<file path="src/rtl/if_fetch_stage.sv">
// Instruction fetch stage.
// Holds the program counter (an 8-bit word address) and the IF/ID pipeline
// register. Instruction memory is read combinationally from the PC. The
// fetched word is registered into IF/ID on the following edge.
// Control inputs (stall, flush, redirect) only affect registered state, so
// none of them has a combinational path to an output.
module if_fetch_stage #(
    parameter logic [7:0]  RESET_PC  = 8'd0,
    parameter logic [31:0] NOP_INSTR = 32'h0000_0000
) (
    input  logic        clk,
    input  logic        rst,
    input  logic        stall,
    input  logic        flush,
    input  logic        redirect_valid,
    input  logic [7:0]  redirect_pc,
    output logic [7:0]  imem_addr,
    input  logic [31:0] imem_data,
    output logic [31:0] ifid_instr,
    output logic [7:0]  ifid_pc,
    output logic [7:0]  ifid_pc_plus1,
    output logic        ifid_valid,
    output logic [15:0] fetch_count
);

    logic [7:0] pc;
    logic [7:0] pc_plus1;
    logic       make_bubble;
    logic       load_ifid;

    // The +1 wraps naturally from 255 to 0; no overflow is reported.
    assign pc_plus1    = pc + 8'd1;
    assign imem_addr   = pc;
    // A taken redirect invalidates whatever was fetched this cycle, so it
    // squashes IF/ID exactly like an explicit flush.
    assign make_bubble = flush | redirect_valid;
    assign load_ifid   = ~make_bubble & ~stall;

    // PC update: reset, then redirect (beats a stall), then hold on stall,
    // otherwise step to the next word.
    always_ff @(posedge clk) begin
        if (rst) begin
            pc <= RESET_PC;
        end else if (redirect_valid) begin
            pc <= redirect_pc;
        end else if (!stall) begin
            pc <= pc_plus1;
        end
    end

    // IF/ID register: reset, then bubble, then hold on stall, otherwise
    // capture the word currently addressed by the PC.
    always_ff @(posedge clk) begin
        if (rst) begin
            ifid_instr    <= NOP_INSTR;
            ifid_pc       <= 8'd0;
            ifid_pc_plus1 <= 8'd0;
            ifid_valid    <= 1'b0;
        end else if (make_bubble) begin
            ifid_instr    <= NOP_INSTR;
            ifid_pc       <= pc;
            ifid_pc_plus1 <= pc_plus1;
            ifid_valid    <= 1'b0;
        end else if (!stall) begin
            ifid_instr    <= imem_data;
            ifid_pc       <= pc;
            ifid_pc_plus1 <= pc_plus1;
            ifid_valid    <= 1'b1;
        end
    end

    // Count real instructions accepted into IF/ID; sticks at all-ones.
    always_ff @(posedge clk) begin
        if (rst) begin
            fetch_count <= 16'd0;
        end else if (load_ifid && (fetch_count != 16'hFFFF)) begin
            fetch_count <= fetch_count + 16'd1;
        end
    end

endmodule

</file>
<file path="config.mk">
export PLATFORM = sky130hd
export DESIGN_NAME = if_fetch_stage
export DESIGN_NICKNAME = d
export VERILOG_FILES = /design/src/rtl/if_fetch_stage.sv
export SDC_FILE = /design/constraint.sdc
export NUM_CORES = 1
export LEC_CHECK = 0
export ABC_AREA = 0
export BUFFER_PORTS_ARGS = -buffer_cell sky130_fd_sc_hd__buf_2
export CAP_MARGIN = 25
export CORE_MARGIN = 5
export CORE_UTILIZATION = 46
export CTS_BUF_LIST = sky130_fd_sc_hd__clkbuf_4 sky130_fd_sc_hd__clkbuf_8
export CTS_CLUSTER_DIAMETER = 40
export DETAILED_ROUTE_END_ITERATION = 10
export PLACE_DENSITY_LB_ADDON = 0.05
export SKIP_LAST_GASP = 1
export SLEW_MARGIN = 10
export SYNTH_ARGS = -nofsm -noshare
export SYNTH_HDL_FRONTEND = slang
export SYNTH_SLANG_ARGS = --single-unit
</file>
<file path="constraint.sdc">
create_clock -name clk -period 1.6 [get_ports clk]
set_input_delay 0.32 -clock clk [delete_from_list [all_inputs] [get_ports clk]]
set_output_delay 0.32 -clock clk [all_outputs]
set_load 0.1 [all_outputs]
</file>
### Word level (Yosys, flattened, before mapping)

Index checks and enable logic that the tools add are counted.
Widths: inputs -> output; s select.

* bits in latches: 0
* RAM bits: 0
* bits of input ports: 45
* memory bits (read-only): 0
* output and inout bits: 73
* register bits: 73
* logic and storage cells: 22
* memories kept: 0

* mux-type cells: 5
* reduce and logical (&&, ||, !) cells: 2
* div/mod/pow operators: 0
* eq/ne operators: 3
* multiply operators: 0
* shifts and indexed selects: 0
* magnitude comparators: 0
* bitwise logic cells: 4
* $add $sub $neg: 2

Operator list (number)
* $mux 8: 5
* $add 16x1->16 const B: 1
* $ne 16x16->1 const B: 1
* $add 8x1->8 const B: 1
* $ne 2x1->1 const B: 2
* $not 1->1: 2
* $reduce_or 2->1: 1
* $and 1x1->1: 1
* $logic_and 1x1->1: 1
* $or 1x1->1: 1

### Depth between registers and ports, before layout

Gate-level depths: netlist (run 1).

* word-level depth: 4
* depth in mapped cells: 6
* gate-level depth less buffers: 5

### Worst setup path after synthesis (run 1)

Ideal clock, no wire load.

* kind: reg-to-reg
* from: register fetch_count[8]
* to: register fetch_count[11]
* period minus slack after synthesis: 2.441 ns
* setup slack: -0.841 ns
* arrival: 2.318 ns
* cell stages (with the launch flop): 6
* cell sequence: dfxtp_1 -> nand2_1 -> nor4_4 -> buf_4 -> a211oi_1 -> mux2_1

* word-level cells in the longest chain between the ends: 2
* elaborated cells on any way between the ends: 3

Ends and longest elaborated chain
* start, declared: RTL line 23 `output logic [15:0] fetch_count`
* start signal, assigned: RTL line 77 `fetch_count <= fetch_count + 16'd1;`
* parallel branches: the longest is 2 deep, another holds $add 16x1->16

Parallel ways; which one is timed is not known.
A chain may end at the register's enable or synchronous reset.

### Worst setup path in the final report (run 1)

* from: register fetch_count[15]
* to: output port fetch_count[15]

No word-level cell between the ends.

==> reports/results.txt, run 1 <==
The run finished with clean final reports. For this run, the top clock speed supported by timing is 643 MHz. The clock-pin slew of the registers on the worst-case setup and hold paths came out at 0.08 ns. The worst pin sits at a relative slew slack of 66.4%. STA puts the critical path data required time at 1.28 ns. Synthesis instantiated 39 different standard cells from the library. The tools report the number of max-slew violations in the final report as 0. Between clock sinks in the finished design, the worst skew comes to 0.00761 ns. Along the worst path, the maximum fanout reaches 4. Once detailed placement completed, the half-perimeter wirelength came to 5370 microns. The routing usage on met3 was 6.15%; the number of vias per cell was 5.14. Summing the sequential cell areas from Yosys gives 47.1% of the chip area. The synthesized design contains 0 enable-type register cells. The worst register-to-register path has a setup slack of 0.06 ns. For the met2 capacity usage during global routing, the log shows 27.6%.

Prior to clock tree synthesis, the placed netlist has a worst setup slack of -0.0465 ns. The run gives 0 as the final setup violation count. In this run the critical register-to-register path is captured at fetch_count[13]. The logs give 1.98 nW for the static leakage and 384 for the number of nets in the synthesized netlist. The count of endpoints failing hold in the final timing report came out at 0. The count of fill cells added during filler insertion is 598. The largest vdd supply drop was 0.497 mV; the area growth from synthesis to layout was 35.5%.

The tools report the global-route wire length before repair as 12600 microns. The worst setup path is of the reg2out kind. In the synthesized netlist the dominant register cell turns out to be sky130_fd_sc_hd__dfxtp_1. The number of antenna violations at the first check in global routing was 0; the clock sink count was 73.

TritonCTS built the clock tree. The core region is 6680 sq um. The layout cell share with drive strength beyond 1 is 40.9%, and the height of the die is 92.1 microns. In this run the post-CTS setup repair buffer count came out at 0.

The post-cts hold buffer count was 0; the count of mapped cells out of synthesis was 337. Wires add up to 7370 microns. The floorplan step defined a die boundary enclosing 8480 sq um. Counting instances, the worst hold path has a depth of 3.

For met1 alone, demand over resource in global routing was 23.3%. The placed instance count is 526, and the largest net degree at the start of global routing is 34. Buffers inserted during clock tree synthesis total 9. Number of standard cells in the final layout excluding fillers: 542.

The power density of the placed cells is 966 nW/um^2, and the transition time at the pin with the least slew margin is 0.507 ns. The tools report the clock tree root driver cell as sky130_fd_sc_hd__clkbuf_8. The detail route stage leaves a number of antenna-violating nets equal to 0.

Launch instance of the worst min-delay path: imem_data[21]. After global routing the overflow that remains totals 0. The startpoint identified for the worst register-to-register timing path is fetch_count[0]. Before antenna repair, the detailed router went through 6 iterations. The die boundary width is 92.1 microns. In this run the mean area of a mapped cell was 9.20 sq um. The final critical path takes up 97.2% of the cycle.

The logic depth of the worst register-to-register path came out at 4. Classification of the worst-slack hold path: in2reg. The deepest clock path buffer count is 2.

After detailed routing, the average wire length per cell comes to 13.6 microns. The number of antenna diodes in the final layout is 0. The global routing stage identified its most utilized layer as met2. Summed over all failing endpoints, the final setup total negative slack is 0 ns.

The worst path needs 1.56 ns of the cycle, external delays included. The routed layout has 2786 vias. For this block, the initial DRC count from the detailed router was 83. Once the floorplan was initialized, standard cells occupied 46.4% of the core. 118 I/O pins were placed. The count of buffers added on input and output ports is 117. In the post-route analysis, the smallest setup slack over all paths is 0.0446 ns. The count of standard-cell rows was 30; the share of async-settable or async-resettable flops after synthesis was 0%. The logs give 1.24 ns for the signal arrival time at the worst endpoint and 3100 sq um for the post-synthesis instance area. For this run, the total global-route usage over all layers was measured as 18.2%.

The H-tree depth was 3; the max-cap check violation count was 0. For this run, design rule violations remaining after detail routing come to 0. The worst setup path is launched from a register.

The placer's final routability congestion estimate is 0.866. Setup repair after global routing could not meet its margin everywhere. The worst hold path endpoint was ifid_instr[21]. For the worst-skew pair, the clock arrives at the later sink with an insertion delay of 0.33 ns. The worst setup path is captured at a primary output. Counting flops and latches in the post-synthesis netlist gives 73.

The via count of the first global-routing pass is 2694, and the number of warning messages in the yosys log is 0. The completed layout was analyzed and its total power is 0.00406 W. Number of nets in the final layout: 504.
## power by group
| part | leakage [nW] | internal, W | switching [W] | total, W |
|---|---|---|---|---|
| Sequential | 0.611 | 0.00185 | 0.0000478 | 0.00190 |
| Combinational | 1.26 | 0.000175 | 0.000574 | 0.000750 |
| Clock | 0.104 | 0.000754 | 0.000659 | 0.00141 |
| Total | 1.98 | 0.00278 | 0.00128 | 0.00406 |
## synth_stat cells (3+ instances only)
cell type	count	area [sq um]
sky130_fd_sc_hd__nor3_1	5	25.0
sky130_fd_sc_hd__mux2_1	5	56.3
sky130_fd_sc_hd__nand2_1	27	101
sky130_fd_sc_hd__xnor2_1	9	78.8
sky130_fd_sc_hd__buf_1	3	11.3
sky130_fd_sc_hd__a21oi_1	20	100
sky130_fd_sc_hd__inv_1	3	11.3
sky130_fd_sc_hd__and2_1	3	18.8
sky130_fd_sc_hd__o21ai_0	5	25.0
sky130_fd_sc_hd__clkbuf_1	12	45.0
sky130_fd_sc_hd__and3_1	3	18.8
sky130_fd_sc_hd__nand2b_1	4	25.0
sky130_fd_sc_hd__buf_2	6	30.0
sky130_fd_sc_hd__a211oi_1	13	97.6
sky130_fd_sc_hd__or3_1	5	31.3
sky130_fd_sc_hd__dfxtp_1	73	1460
sky130_fd_sc_hd__nor2b_1	9	56.3
sky130_fd_sc_hd__nand4_1	3	18.8
sky130_fd_sc_hd__mux2i_1	35	350
sky130_fd_sc_hd__nor2_1	60	225
sky130_fd_sc_hd__nand3_1	8	40.0
## cell families after synthesis
| group | after synthesis | synth area share (%) |
|---|---|---|
| compound gates | 48 | 10.2 |
| flops | 73 | 47.1 |
| simple gates | 136 | 21.5 |
| buf+inv | 25 | 3.39 |
| xor+xnor | 11 | 3.11 |
| mux | 42 | 13.8 |
| fa+ha+maj | 2 | 0.807 |
## layout by cell type, fill, tap and decap left out, drive strengths merged, types with 2 or more instances in the layout
master and count:
a211oi 13, a21oi 20, xnor2 9, and3 3
o21ai 5, mux2i 35, clkbuf 12, o31ai 2
ha 2, clkinv 3, mux2 7, a2111oi 2
a311oi 2, and4 2, nor2 60, dfxtp 73
nand2b 4, and2 3, nor2b 9, or3 5
nor3 6, inv 4, nand4 5, nand3 8
nand2 27, buf 130, xor2 2
## repair_timing
action                                  CTS  global route
pin swaps                                 0             0
resized for setup                         0             6
endpoints found under the setup margin    1             5
## metrics by stage
stage	hold slack (ns)	util (%)	cell area [sq um]
after floorplan	0.446	-	3250
after global placement	0.434	59.3	3960
after detailed placement	0.445	59.3	3960
after CTS	0.195	62.2	4160
after global routing	0.203	62.9	4200
final	0.210	62.9	4200
## flip-flops by register name (all words and copies together), names as in the netlist
name	flops
ifid_pc_plus1	8
ifid_valid	1
ifid_instr	32
ifid_pc	8
fetch_count	16
imem_addr	8
## layer usage
metal	part of all wire [%]	wire, microns
met1	46	3410
met2	44	3240
met3	7.9	580
met4	1.8	136
met5	0	0
## layout make-up
class                      instances  area (sq um)  share of cell area (%)
inverter                           3          11.3                   0.268
multi-input combinational        239          1640                    39.0
clock buffer                      11           139                    3.31
timing repair buffer             131           718                    17.1
tap                               80           100                    2.38
clock inverter                     5          55.1                    1.31
sequential                        73          1540                    36.7
## critical path: stages, from the launching register on
cell	delay, ns
sky130_fd_sc_hd__dfxtp_4	0.37
sky130_fd_sc_hd__buf_4	0.12
sky130_fd_sc_hd__buf_2	0.42
## how the worst max path moves through the flow
stage / start / endpoint / slack, ns / cells after the start
5_1_grt: fetch_count[1] / fetch_count[6] / -0.01 / 5
3_5_place_dp: stall / fetch_count[11] / -0.05 / 5
4_1_cts: fetch_count[0] / fetch_count[11] / -0.005 / 4
6_report: fetch_count[15] / fetch_count[15] / 0.04 / 2
3_3_place_gp: stall / fetch_count[15] / 0.01 / 5
2_1_floorplan: fetch_count[8] / fetch_count[11] / -0.12 / 5
Power figures use the tool's default switching activity.
==> run 2, diff against run 1 <==
--- a/config.mk
+++ b/config.mk
@@ -13,7 +13,7 @@
 export CTS_BUF_LIST = sky130_fd_sc_hd__clkbuf_4 sky130_fd_sc_hd__clkbuf_8
 export CTS_CLUSTER_DIAMETER = 40
 export DETAILED_ROUTE_END_ITERATION = 10
-export PLACE_DENSITY_LB_ADDON = 0.05
+export PLACE_DENSITY_LB_ADDON = 0.08
 export SKIP_LAST_GASP = 1
 export SLEW_MARGIN = 10
 export SYNTH_ARGS = -nofsm -noshare
==> reports/results.txt, run 2 (synthesis results as in run 1) <==
The clock network latency to the later pin of the worst-skew pair came out at 0.34 ns. The routed via count is 2820. The worst setup path is captured at a register.

The logs give 64.4% for the utilization after layout and 1.83 ns for the critical path required time. Row generation in the floorplan step produced 30 rows. The tools report the via count of the first global-routing pass as 2772.

Setup slack of the critical path after layout: 0.0345 ns. After layout, the worst path uses 97.8% of the clock period. The library cell used most frequently in the layout, excluding fill and tap cells, is sky130_fd_sc_hd__buf_2.

The starting DRC count in detailed routing is 92. In the final layout, the registers with the most flip-flops are ifid_instr: 32 flops, fetch_count: 16 flops. Highest net fanout along the worst path: 11. For this design the top-level I/O count stands at 118. The residual antenna-violating net count after detailed routing was 0; the number of iterations in the first detailed-routing pass was 4.

The library cells used most frequently in the layout, excluding fill and tap cells, are 113 x sky130_fd_sc_hd__buf_2, 60 x sky130_fd_sc_hd__nor2_1, 50 x sky130_fd_sc_hd__dfxtp_1, 35 x sky130_fd_sc_hd__mux2i_1. The area growth from synthesis to layout was 38.8%; the number of antenna violations at the first check in global routing was 0. The clock arrives with 0.00584 ns of skew.

VDD sags by at most 0.686 mV. In the routed design, unresolved DRC markers number 0. Setup violations remaining at the end of the flow were counted as 0.

The run finished with clean final reports. The final critical-path required period is 1.57 ns. Clock-pin slew was measured on the worst setup and hold paths at 0.08 ns. The run gives 46.4% as the effective utilization at floorplan. Entering global routing, the biggest net connects 34 pins. The post-cts hold buffer count came out at 0. Prior to clock tree synthesis, the placed netlist has a worst setup slack of -0.0501 ns. Number of vias per cell: 5.09. Setup repair after global routing could not meet its margin everywhere. The run gives 0 as the count of endpoints failing hold in the final timing report. Classification of the worst-slack hold path: in2reg.

The worst setup path is of the reg2reg kind. The worst slack on hold paths was 0.208 ns. The transition time at the pin with the least slew margin works out to 0.504 ns. Input and output buffers added on the ports amount to 117. TritonCTS built the clock tree. The final layout contains 516 nets. For this run, the total global-route usage over all layers was measured as 18.3%. In this run the tightest slew margin relative to its limit is 66.6%.

Data arrives at the worst endpoint at 1.79 ns. The tools report the placer's final routability congestion estimate as 0.828. The register name with the most flops is ifid_instr. The first global-routing pass estimated 12700 microns of wire. The clock sink count is 73, and the flip-flop count of the largest register after layout is 32.

The layout cell share with drive strength beyond 1 came out at 42.4%. The die is 92.1 microns tall. Based on the critical path, the design can be clocked at up to 639 MHz. The run gives 2.04 nW as the static leakage. In this run the horizontal extent of the chip is 92.1 microns. The number of max-slew violations in the final report was 0; the routed length per instance was 13.9 microns. The area of the die was 8480 sq um.

For the deepest clock path buffer count, the log shows 2. In this run the standard cell core region covers 6680 sq um. The worst setup path is launched from a register.

Power density of the placed cells: 960 nW/um^2. Summed over all nets, the half-perimeter wirelength after detailed placement is 5480 microns. Summed over all layers, the routed wires come to 7720 microns. After global routing the overflow that remains totals 0. Clock tree root driver cell: sky130_fd_sc_hd__clkbuf_8. The H-tree depth is 3. Setup slack on the worst reg-to-reg path comes out at 0.03 ns.

The number of clock buffers added by TritonCTS is 9. The number of antenna diodes is 0. The tool flagged a number of max-cap violations equal to 0.
## run 2: area by class of cell
type / instances / area (sq um)
Clock inverter: 6 / 63.8
Tap cell: 80 / 100
Timing Repair Buffer: 143 / 803
Inverter: 3 / 11.3
Sequential cell: 73 / 1540
Clock buffer: 10 / 138
Multi-Input combinational cell: 239 / 1650
Fill cell: 600 / 2380
## run 2: what timing repair did
| item | in CTS | in global routing |
|---|---|---|
| setup buffers | 4 | 2 |
| setup endpoints to repair | 3 | 14 |
| resized for setup | 2 | 8 |
| pin swaps | 1 | 1 |
## run 2: path summary, 6_finish.rpt
kind | from | endpoint | cells after the start
setup reg to reg | fetch_count[1] | fetch_count[13] | 4
setup / recovery | fetch_count[1] | fetch_count[13] | 4
hold reg to reg | ifid_pc[0] | ifid_pc[0] | 2
hold / removal | imem_data[16] | ifid_instr[16] | 3
## run 2: critical path: stages, from the launching register on
cell and delay, ns:
sky130_fd_sc_hd__dfxtp_4 0.37, sky130_fd_sc_hd__ha_4 0.16, sky130_fd_sc_hd__and3_4 0.24, sky130_fd_sc_hd__a2111oi_4 0.32, sky130_fd_sc_hd__mux2_1 0.36
## run 2: where the power goes
group          switching, W  internal [W]
combinational      0.000576      0.000177
clock              0.000714      0.000768
sequential        0.0000490       0.00185
total               0.00134       0.00279
## run 2: per-stage QoR
stage	TNS (ns)	cell area [sq um]	total power (W)	cells
finish	0	4300	0.00413	554
global route	-0.0507	4300	0.00431	554
CTS	-0.00550	4240	0.00418	552
detailed placement	-0.152	3990	0.00270	532
global placement	-0.00272	3990	0.00269	532
floorplan	-0.818	3250	0.00253	337
## run 2: metal layers
| layer | GRT usage (%) | part of all wire [%] |
|---|---|---|
| met5 | 0 | 0 |
| met4 | 8.04 | 1.4 |
| met3 | 6.64 | 8.2 |
| met2 | 29.1 | 47 |
| met1 | 22.2 | 44 |
